--- src/rtl/ifetch_unit.sv ---
// Instruction fetch stage: issues sequential word fetches to instruction
// memory, buffers in-order responses with their PCs in a circular prefetch
// queue, and hands entries to decode. A redirect flushes the queue and marks
// every response still in flight as stale.
module ifetch_unit #(
  parameter logic [31:0] RESET_PC = 32'h0000_0000,
  parameter int unsigned DEPTH    = 4
) (
  input  logic        clk,
  input  logic        rst,
  output logic        imem_req_valid,
  output logic [31:0] imem_req_addr,
  input  logic        imem_req_ready,
  input  logic        imem_rsp_valid,
  input  logic [31:0] imem_rsp_data,
  output logic        id_valid,
  output logic [31:0] id_pc,
  output logic [31:0] id_instr,
  input  logic        id_ready,
  input  logic        redirect_valid,
  input  logic [31:0] redirect_pc
);

  localparam int unsigned PTR_W = (DEPTH > 1) ? $clog2(DEPTH) : 1;
  localparam int unsigned OCC_W = PTR_W + 1;
  // Stale responses from back-to-back redirects can pile up on top of a full
  // queue's worth of live requests, so the in-flight counters get headroom.
  localparam int unsigned CNT_W = PTR_W + 4;

  // Parameter sanity: DEPTH must be a power of two and at least 2.
  if ((DEPTH < 2) || ((DEPTH & (DEPTH - 1)) != 0)) begin : g_bad_depth
    $error("ifetch_unit: DEPTH must be a power of two >= 2");
  end

  logic [31:0]      fetch_pc;
  logic [31:0]      slot_pc    [DEPTH];
  logic [31:0]      slot_instr [DEPTH];
  logic [DEPTH-1:0] slot_filled;
  logic [PTR_W-1:0] alloc_ptr;
  logic [PTR_W-1:0] fill_ptr;
  logic [PTR_W-1:0] head_ptr;
  logic [OCC_W-1:0] occupancy;
  logic [CNT_W-1:0] in_flight;
  logic [CNT_W-1:0] discard;

  logic accept_c;
  logic rsp_live_c;
  logic rsp_drop_c;
  logic rsp_fill_c;
  logic pop_c;

  // Request channel and decode-side view of the head slot.
  always_comb begin
    imem_req_valid = rst && !redirect_valid && (occupancy < OCC_W'(DEPTH));
    imem_req_addr  = fetch_pc;
    id_valid       = slot_filled[head_ptr] && (occupancy != '0);
    id_pc          = slot_pc[head_ptr];
    id_instr       = slot_instr[head_ptr];
  end

  // Per-cycle events; a response with nothing in flight is a protocol error
  // and is ignored, and a redirect overrides filling and popping.
  always_comb begin
    accept_c   = imem_req_valid && imem_req_ready;
    rsp_live_c = imem_rsp_valid && (in_flight != '0);
    rsp_drop_c = rsp_live_c && (discard != '0);
    rsp_fill_c = rsp_live_c && (discard == '0) && !redirect_valid;
    pop_c      = id_valid && id_ready && !redirect_valid;
  end

  // Fetch address: sequential on acceptance, redirect target word-aligned.
  always_ff @(posedge clk or negedge rst) begin
    if (!rst) begin
      fetch_pc <= RESET_PC;
    end else if (redirect_valid) begin
      fetch_pc <= redirect_pc & ~32'h0000_0003;
    end else if (accept_c) begin
      fetch_pc <= fetch_pc + 32'd4;
    end
  end

  // Queue pointers and occupancy (allocated slots, filled or not).
  always_ff @(posedge clk or negedge rst) begin
    if (!rst) begin
      alloc_ptr <= '0;
      fill_ptr  <= '0;
      head_ptr  <= '0;
      occupancy <= '0;
    end else if (redirect_valid) begin
      alloc_ptr <= '0;
      fill_ptr  <= '0;
      head_ptr  <= '0;
      occupancy <= '0;
    end else begin
      if (accept_c) begin
        alloc_ptr <= alloc_ptr + PTR_W'(1);
      end
      if (rsp_fill_c) begin
        fill_ptr <= fill_ptr + PTR_W'(1);
      end
      if (pop_c) begin
        head_ptr <= head_ptr + PTR_W'(1);
      end
      occupancy <= occupancy + OCC_W'(accept_c) - OCC_W'(pop_c);
    end
  end

  // Outstanding-request and stale-response counters.
  always_ff @(posedge clk or negedge rst) begin
    if (!rst) begin
      in_flight <= '0;
      discard   <= '0;
    end else begin
      in_flight <= in_flight + CNT_W'(accept_c) - CNT_W'(rsp_live_c);
      if (redirect_valid) begin
        discard <= in_flight - CNT_W'(rsp_live_c);
      end else if (rsp_drop_c) begin
        discard <= discard - CNT_W'(1);
      end
    end
  end

  // Slot storage: allocate on accept, fill on live response, clear on pop/flush.
  always_ff @(posedge clk or negedge rst) begin
    if (!rst) begin
      for (int i = 0; i < int'(DEPTH); i++) begin
        slot_pc[i]    <= '0;
        slot_instr[i] <= '0;
      end
      slot_filled <= '0;
    end else if (redirect_valid) begin
      slot_filled <= '0;
    end else begin
      if (accept_c) begin
        slot_pc[alloc_ptr]     <= fetch_pc;
        slot_filled[alloc_ptr] <= 1'b0;
      end
      if (rsp_fill_c) begin
        slot_instr[fill_ptr]  <= imem_rsp_data;
        slot_filled[fill_ptr] <= 1'b1;
      end
      if (pop_c) begin
        slot_filled[head_ptr] <= 1'b0;
      end
    end
  end

endmodule

--- config.mk ---
export PLATFORM = sky130hd
export DESIGN_NAME = ifetch_unit
export DESIGN_NICKNAME = d
export VERILOG_FILES = /design/src/rtl/ifetch_unit.sv
export SDC_FILE = /design/constraint.sdc
export NUM_CORES = 1
export LEC_CHECK = 0
export ABC_AREA = 0
export CORE_MARGIN = 4
export CORE_UTILIZATION = 45
export DETAILED_ROUTE_END_ITERATION = 10
export GPL_TIMING_DRIVEN = 0
export HOLD_SLACK_MARGIN = 0.08
export PLACE_DENSITY = 0.66
export SYNTH_ARGS = -nofsm -noshare
export SYNTH_HDL_FRONTEND = slang
export SYNTH_SLANG_ARGS = --single-unit
--- constraint.sdc ---
create_clock -name clk -period 3 [get_ports clk]
set_input_delay 0.3 -clock clk [delete_from_list [all_inputs] [get_ports clk]]
set_output_delay 0.3 -clock clk [all_outputs]
set_load 0.02 [all_outputs]
* Yosys cells after proc, flatten, opt, wreduce, memory -nomap -nowiden *
Index checks and enable logic that the tools add are counted.
W data, S select, Z words.

operators by class
  reductions and logical operators = 26
  magnitude comparators = 12
  muxes and demuxes = 37
  add/subtract/negate cells = 10
  bitwise logic cells = 9

operators with widths
  cell                     count
  $bwmux W128              2
  $mux W32                 8
  $bmux W32 S2             2
  $demux W32 S2            2
  $add A32 B3 Y32 const B  1
  $mux W4                  6
  $logic_and A1 B1 Y1      15
  $mux W2                  6
  $mux W6                  2
  $reduce_bool A6 Y1       2
  $sub A6 B1 Y6            2
  $ge A3 B3 Y1 const B     3
  $lt A2 B3 Y1 const B     3
  $not A2 Y3               3
  $and A4 B4 Y4            2
  $not A4 Y4               2
  $reduce_bool A2 Y1       4
  $add A2 B1 Y2 const B    3
  $add A6 B1 Y6            1
  $demux W1 S2             3
  $ge A2 B1 Y1 const B     3
  $logic_not A6 Y1         1
  $lt A3 B1 Y1 const B     2
  $sub A6 B1 Y6 const B    1
  other kinds (11)         15

storage, ports and cells
  logic and storage cells = 110
  bits in registers = 313
  output and inout bits = 98
  input bits = 70

* Logic depth before layout (Yosys ltp) *
Gate-level depths: netlist (run 1).

  depth in word-level cells = 14
  depth in mapped cells = 11
  gate-level depth less buffers = 11

* Worst setup path before layout (run 1) *
OpenSTA, ideal clock, no wires.

  kind = reg-to-reg
  from = reg head_ptr[0]
  to = reg occupancy[2]
  setup slack = 0.320 ns
  buffers on the path = 1
  arrival time = 2.548 ns
  required time = 2.868 ns
  cell stages (with the launch flop) = 12
  setup time = 0.132 ns
  period minus slack after synthesis = 2.680 ns
  cells stage by stage = dfrtp_1 buf_2 mux4_2 o311ai_0 nor2_1 ha_1 inv_1 ha_1 inv_1 fa_1 xnor2_1 nor2_1

between the ends
  word-level cells in the longest chain between the ends = 7

ends and longest elaborated chain
  item                              line  text
  start: declaration                41    logic [PTR_W-1:0] head_ptr;
  start signal: assignment          102   head_ptr <= head_ptr + PTR_W'(1);
  $bmux W1 S2                       56    id_valid = slot_filled[head_ptr] && (occupancy != '0);
  $mux W1 (not written as such)     56
  $logic_and A1 B1 Y1               56
  $logic_and A1 B1 Y1 (2 in a row)  68    pop_c = id_valid && id_ready && !redirect_valid;
  $sub A3 B1 Y3                     104   occupancy <= occupancy + OCC_W'(accept_c) - OCC_W'(pop_c);
  $mux W3                           89    end else if (redirect_valid) begin
  end signal: assignment            104
  end: declaration                  42    logic [OCC_W-1:0] occupancy;

No other way between the ends. The select of a mux whose other input is x is not followed.
A chain may end at the register's enable or synchronous reset.

* Worst setup path after layout (run 1) *
  from = reg head_ptr[0]
  to = out id_pc[4]

between the ends
  word-level cells in the longest chain between the ends = 4

ends and longest elaborated chain
  item                                         line  text
  $not A2 Y3 (not written as such)             57    id_pc = slot_pc[head_ptr];
  $bmux W32 S2                                 57
  $mux W32 (not written as such) (2 in a row)  57
  end: declaration                             17    output logic [31:0] id_pc,

No other way between the ends. The select of a mux whose other input is x is not followed.

==> results of run 1 <==
==> worst register-to-register path, cell delays in order (launching register included) <==
cell,delay (ns)
dfrtp_1,0.37
buf_4,0.27
mux4_2,0.60
o311ai_2,0.17
nor2_1,0.14
ha_1,0.29
inv_1,0.06
ha_1,0.13
inv_1,0.05
fa_1,0.37
xnor2_1,0.16
nor2_1,0.05
==> per-layer routing <==
layer,share of wire (%),GRT usage [%],up-vias
li1,-,-,4178
met4,3.1,6.97,0
met3,5.0,3.60,59
met5,0,0,-
met2,47,32.3,221
met1,45,28.5,4748
==> flip-flops by register name, summed over array words and instances (netlist names) <==
signal         cells
slot_instr       128
slot_pc          120
imem_req_addr     30
discard            6
in_flight          6
slot_filled        4
occupancy          3
alloc_ptr          2
fill_ptr           2
head_ptr           2
==> worst max-delay path by stage <==
stage	endpoint	slack [ns]	depth (start not counted)
2_1_floorplan	occupancy[2]	0.32	11
3_3_place_gp	slot_instr[26]	-11.84	1
3_5_place_dp	occupancy[2]	-0.72	12
4_1_cts	id_instr[25]	-0.04	4
5_1_grt	id_pc[4]	-0.02	4
6_report	id_pc[4]	0.09	4
==> power breakdown <==
part / total (W) / internal (W) / leakage [nW] / switching [W]
logic: 0.00270 / 0.00143 / 3.42 / 0.00127
clock network: 0.00423 / 0.00255 / 0.571 / 0.00168
registers: 0.00498 / 0.00462 / 4.01 / 0.000354
total: 0.0119 / 0.00860 / 8.00 / 0.00331
==> cell usage after synthesis, types with 6 or more instances <==
cell type | count | share of area [%]
dfrtp_1 | 303 | 53
mux2_2 | 220 | 17
nand2_1 | 64 | 1.7
mux4_2 | 63 | 9.9
o21ai_0 | 40 | 1.4
clkbuf_1 | 32 | 0.84
inv_1 | 29 | 0.76
ha_1 | 28 | 2.5
nor2_1 | 22 | 0.58
or4_1 | 19 | 1.0
nand3_1 | 16 | 0.56
xnor2_1 | 15 | 0.92
a31oi_1 | 13 | 0.57
buf_6 | 13 | 1.0
o31ai_1 | 11 | 0.58
buf_1 | 10 | 0.26
nand4_1 | 10 | 0.44
o211ai_1 | 10 | 0.53
buf_2 | 8 | 0.28
mux2_1 | 6 | 0.47
==> what timing repair did <==
| item | CTS | global route |
|---|---|---|
| setup buffers | 1 | 0 |
| hold buffers | 5 | 0 |
| gates cloned | 1 | 0 |
| endpoints found under the hold margin | 78 | 0 |
| setup endpoints to repair | 73 | 46 |
| pin swaps | 1 | 0 |
| gates resized for setup | 37 | 10 |
==> through the flow <==
stage          worst slack, ns  total power, W  hold slack (ns)
4_1_cts                -0.0419          0.0120            0.324
2_1_floorplan            0.320         0.00661          0.00441
3_5_place_dp            -0.720         0.00774            0.353
6_report                0.0872          0.0119            0.351
5_1_grt                -0.0204          0.0125            0.362
3_3_place_gp            -11.84         0.00767            0.457
==> final cells by class <==
class                   count  area share [%]
clock inverters             8           0.471
repair buffers            170            10.2
multi-input cells         623            34.9
inverters                  29           0.611
clock buffers              53            5.98
plain buffers              69            2.46
well taps                 396            2.78
flip-flops and latches    303            42.6
==> layout by cell type (no fill, tap or decap), drive strengths merged, types with 3 or more instances in the layout <==
cell type / n
buf: 41
and4: 4
clkdlybuf4s50: 160
mux2i: 5
mux2: 226
and3: 5
inv: 30
nand3: 16
ha: 28
xor2: 5
o31ai: 11
nor2: 22
dfrtp: 303
a31oi: 13
o21ai: 40
nor3b: 6
o311ai: 4
a21oi: 5
nor3: 3
nand4: 12
clkinv: 6
o211ai: 10
conb: 4
and2: 4
or2: 3
nor2b: 3
a2bb2oi: 4
xnor2: 15
clkbuf: 87
nor4: 4
or4: 19
or3: 5
mux4: 63
nand2: 64
==> cell families after synthesis <==
kind of cell             count (synthesis)  synth area share, %
flip-flops                             303                 53.1
multiplexers                           294                 28.1
AND/OR/NAND/NOR                        179                 7.06
buffers and inverters                   99                 3.50
AO/OA/AOI/OAI                           96                 4.29
adder cells (fa/ha/maj)                 30                 2.73
XOR/XNOR                                20                 1.23
other                                    1               0.0262
==> run_results.csv, run 1 <==
group,metric,value,unit
critical_path,cp.arrival,2.61,ns
critical_path,critPathMaxStageDelay,0.58,ns
finish,layout.nets,1331,
logic_synthesis,synth-seq-area-share,53.1,%
finish,area_growth,24.7,%
floorplanning,io_pins,168,
sta,max_freq,343,MHz
floorplanning,die_w,186,um
finish,instances_no_fill,1651,
global_route,overflow,0,
critical_path,start_kind,"flip-flop",
finish,drive_gt1_share,31.9,%
critical_path,r2r.worst_path.cells,11,
critical_path,crit_slowest_cell,"mux4_2",
finish,regArea,0.00758,mm^2
placed_design,gp_congestion,0.816,
floorplanning,start_util,46.1,%
critical_path,worstSetupEndpointType,"primary output",
min_path,min_from,"redirect_pc[18]",
clock_network,cts_sinks,303,
sta,tightest_slew,0.888,ns
finish,final_util,57.5,%
clock_network,clockRootBuffer,"clkbuf_16",
routing,post_drt_wl_per_cell,21.1,um
logic_synthesis,syn_area_per_cell,14.0,um^2
finish,diodes,0,
finish,multi_input_area,0.00623,mm^2
min_path,holdPathEnd,"imem_req_addr[18]",
logic_synthesis,yosysWarnings,0,
global_route,grt_first_pass_wirelength,55100,um
routing,drtIter0Drc,429,
placed_design,portBuffers,161,
pwr,ir_worst_vdd,0.000386,V
clock_network,cts.clk_slew.worst_paths,0.06,ns
logic_synthesis,synth_cell_types,56,
global_route,grtUsageTotal,20.3,%
critical_path,critical_path.top_delay_family,"buffers and inverters",
min_path,holdPathStages,3,
pwr,p_leak,8.00,nW
sta,finalHoldViolCount,0,
global_route,grt_pass1_vias,9790,
clock_network,cts_tree,"done",
sta,finClkSkew,0.0203,ns
finish,final_area,0.0178,mm^2
global_route,antenna_found_initial,0,
logic_synthesis,async_flop_share,100,%
routing,drc,0,
routing,vias,9206,
critical_path,startpoint,"head_ptr[0]",
routing,totalWireLength,34900,um
placed_design,place_hpwl,23400,um
critical_path,crit_top_cell,"buf_4",
critical_path,critPathMaxFanout,10,
pwr,power_density,668,mW/mm^2
floorplanning,dieArea,0.0347,mm^2
sta,finalSetupViolCount,0,
critical_path,r2r_setup_slack,0.23,ns
sta,slew_headroom,40.8,%
logic_synthesis,synth_flop_cell,"dfrtp_1",
clock_network,h-tree-depth,2,
sta,setup_tns,0,ns
clock_network,clock_latency,0.52,ns
floorplanning,fp.dieH,186,um
logic_synthesis,netlist_area,0.0143,mm^2
sta,finalCritPeriodShare,97.1,%
clock_network,cts_buffer_depth,3,
logic_synthesis,ys_ff_latch,303,
logic_synthesis,synthCells,1022,
global_route,grt_max_degree,112,
placed_design,dp_cells,1584,
sta,rsz0062_at_grt,"yes",
critical_path,path_class,"reg -> out",
finish,fill_cells,2498,
critical_path,worstPathRequired,2.70,ns
floorplanning,core-area,0.0310,mm^2
routing,final_antenna_net_count,0,
sta,drv_slew,0,
routing,vias_per_cell,5.58,
status,status,"finished, final reports clean",
critical_path,crit_buf_inv,3,
critical_path,reg2reg_to,"occupancy[2]",
sta,final.min_clock_period,2.91,ns
placed_design,placed_cell_area,0.0165,mm^2
clock_network,cts_buffers,35,
floorplanning,num_rows,64,
min_path,worstHoldPathType,"in -> reg",
critical_path,crit_chain,"buf_4, buf_4, mux4_2, clkdlybuf4s50_1",
run,drv_cap,0,
logic_synthesis,synth_edf_count,0,
critical_path,worstReg2RegStart,"head_ptr[0]",
routing,first_pass_iters,5,
(Power assumes the default switching activity.)
==> inputs of run 2 (changes only) <==
CTS_CLUSTER_SIZE = 25   (was default)
SLEW_MARGIN = 25   (was default)
==> run 2 against run 1 <==
Combinational power about the same. Via count increased by 0.96%. Global-route usage hardly changed. Routed wire length is 0.55% lower. Highest routed layer unchanged. First-iteration DRC count grew 10%. Final cell count rose by 0.12%. Non-clock buffer count is 5 higher. Count of clock-buffer cells in the layout grew 1. Sequential power barely moved.
==> run_results.csv, run 2 (synthesized netlist as in run 1, its figures left out) <==
group,metric,value,unit
clock_network,h-tree-depth,2,
run,drv_cap,0,
routing,first_pass_iters,5,
clock_network,cts.clk_slew.worst_paths,0.06,ns
floorplanning,start_util,46.1,%
routing,vias_per_cell,5.62,
pwr,ir_worst_vdd,0.000370,V
min_path,worstHoldPathType,"in -> reg",
routing,routed-wl-met3,1680,um
sta,finalCritPeriodShare,96.0,%
critical_path,critPathMaxFanout,10,
finish,layout_commonest_cell,"dfrtp_1",
finish,top_register,"slot_instr",
critical_path,cp.arrival,2.58,ns
clock_network,clock_latency,0.51,ns
routing,top_layer,"met4",
sta,rsz0062_at_grt,"yes",
floorplanning,core-area,0.0310,mm^2
floorplanning,dieArea,0.0347,mm^2
critical_path,crit_slowest_cell,"mux4_2",
critical_path,critPathMaxStageDelay,0.57,ns
global_route,grt_first_pass_wirelength,55300,um
placed_design,portBuffers,161,
finish,diodes,0,
critical_path,path_class,"reg -> out",
floorplanning,die_w,186,um
clock_network,postCtsSetupBuffers,0,
floorplanning,io_pins,168,
sta,tightest_slew,0.896,ns
critical_path,start_kind,"flip-flop",
routing,totalWireLength,34700,um
global_route,grtUsageTotal,20.3,%
clock_network,cts_sinks,303,
routing,final_antenna_net_count,0,
critical_path,crit_buf_inv,3,
min_path,min_from,"redirect_pc[18]",
routing,vias,9294,
clock_network,cts_tree,"done",
finish,area_growth,24.8,%
global_route,overflow,0,
sta,drv_slew,0,
floorplanning,num_rows,64,
placed_design,place_hpwl,23800,um
status,status,"finished, final reports clean",
routing,drc,0,
placed_design,dp_cells,1586,
critical_path,startpoint,"head_ptr[0]",
sta,finalSetupViolCount,0,
sta,max_freq,347,MHz
finish,largest_reg_flops,128,
sta,finalHoldViolCount,0,
sta,finClkSkew,0.0249,ns
pwr,p_leak,7.98,nW
critical_path,critical_path.top_delay_family,"buffers and inverters",
clock_network,cts_buffers,35,
routing,drtIter0Drc,473,
clock_network,clockRootBuffer,"clkbuf_16",
critical_path,worstPathRequired,2.70,ns
sta,final.min_clock_period,2.88,ns
sta,setup_tns,0,ns
routing,met1Wirelength,15700,um
routing,met2_length,16400,um
global_route,grt_pass1_vias,9821,
sta,slew_headroom,40.3,%
critical_path,crit_top_cell,"buf_4",
finish,layout.nets,1336,
global_route,antenna_found_initial,0,
critical_path,worstReg2RegStart,"head_ptr[0]",
finish,drive_gt1_share,31.4,%
placed_design,gp_congestion,0.816,
routing,post_drt_wl_per_cell,21.0,um
global_route,grt_max_degree,72,
finish,instances_no_fill,1653,
finish,layout_common_cells,"303 x dfrtp_1, 220 x mux2_2, 160 x clkdlybuf4s50_1",
floorplanning,fp.dieH,186,um
clock_network,cts_buffer_depth,3,
critical_path,crit_chain,"buf_4, buf_4, mux4_2, clkdlybuf4s50_1",
pwr,power_density,652,mW/mm^2
critical_path,worstSetupEndpointType,"primary output",
==> run 2: cell types whose count changed in the layout (fill, tap and decap cells not counted), moves of 2 or more <==
cell / change
dlygate4sd3_1: +2
clkbuf_1: +5
clkinv_2: -2
buf_16: +5
buf_4: -2
clkbuf_16: -2
==> run 2: report_power, final <==
part           switching (W)  internal [W]  leakage [nW]  total (W)
clock network        0.00160       0.00232         0.512    0.00392
logic                0.00128       0.00144          3.46    0.00272
registers           0.000350       0.00462          4.01    0.00497
==> run 2: worst reg2reg max path, cell delays in order, from the launching register on <==
cell and delay, ns:
dfrtp_1 0.37, buf_4 0.27, mux4_2 0.60, o311ai_2 0.17, nor2_2 0.16, ha_1 0.30
inv_1 0.05, ha_1 0.13, inv_1 0.05, fa_1 0.37, xnor2_1 0.16, nor2_1 0.05
==> run 2: timing repair <==
item | 4_1_cts | 5_1_grt
hold buffers | 10 | 0
endpoints found under the setup margin | 110 | 27
resized for setup | 39 | 5
hold endpoints to repair | 64 | 0
==> run 2: final cells by class <==
type	instances	area (um^2)
buffer	69	434
tap	396	495
fill	2466	13200
clock inverter	4	23.8
sequential	303	7580
multi-input combinational	623	6230
inverter	29	109
timing repair buffer	175	1940
clock buffer	54	1020
==> run 2: worst paths after layout <==
path / end / slack, ns / depth (start not counted)
max: id_pc[22] / 0.12 / 4
min: imem_req_addr[18] / 0.36 / 3
max reg2reg: occupancy[2] / 0.20 / 11
min reg2reg: slot_pc[95] / 0.48 / 2
max in group asynchronous: slot_instr[120] / 1.97 / 4
min in group asynchronous: slot_instr[70] / 0.54 / 4
==> run 2: layer usage <==
| layer | track usage (%) | vias up |
|---|---|---|
| met4 | 5.95 | 0 |
| met2 | 32.2 | 235 |
| met3 | 3.46 | 63 |
| li1 | - | 4183 |
| met1 | 29.0 | 4813 |
| met5 | 0 | - |
==> run 2: through the flow <==
step           area [um^2]  setup WS, ns  util (%)  power, W  hold slack (ns)
2_1_floorplan        14300         0.320         -   0.00661          0.00441
3_3_place_gp         16400        -11.84      52.9   0.00767            0.457
3_5_place_dp         16500        -0.735      53.3   0.00775            0.300
4_1_cts              17800        0.0106      57.5    0.0118            0.341
5_1_grt              17800     -0.000626      57.5    0.0122            0.365
6_report             17800         0.120      57.5    0.0116            0.357
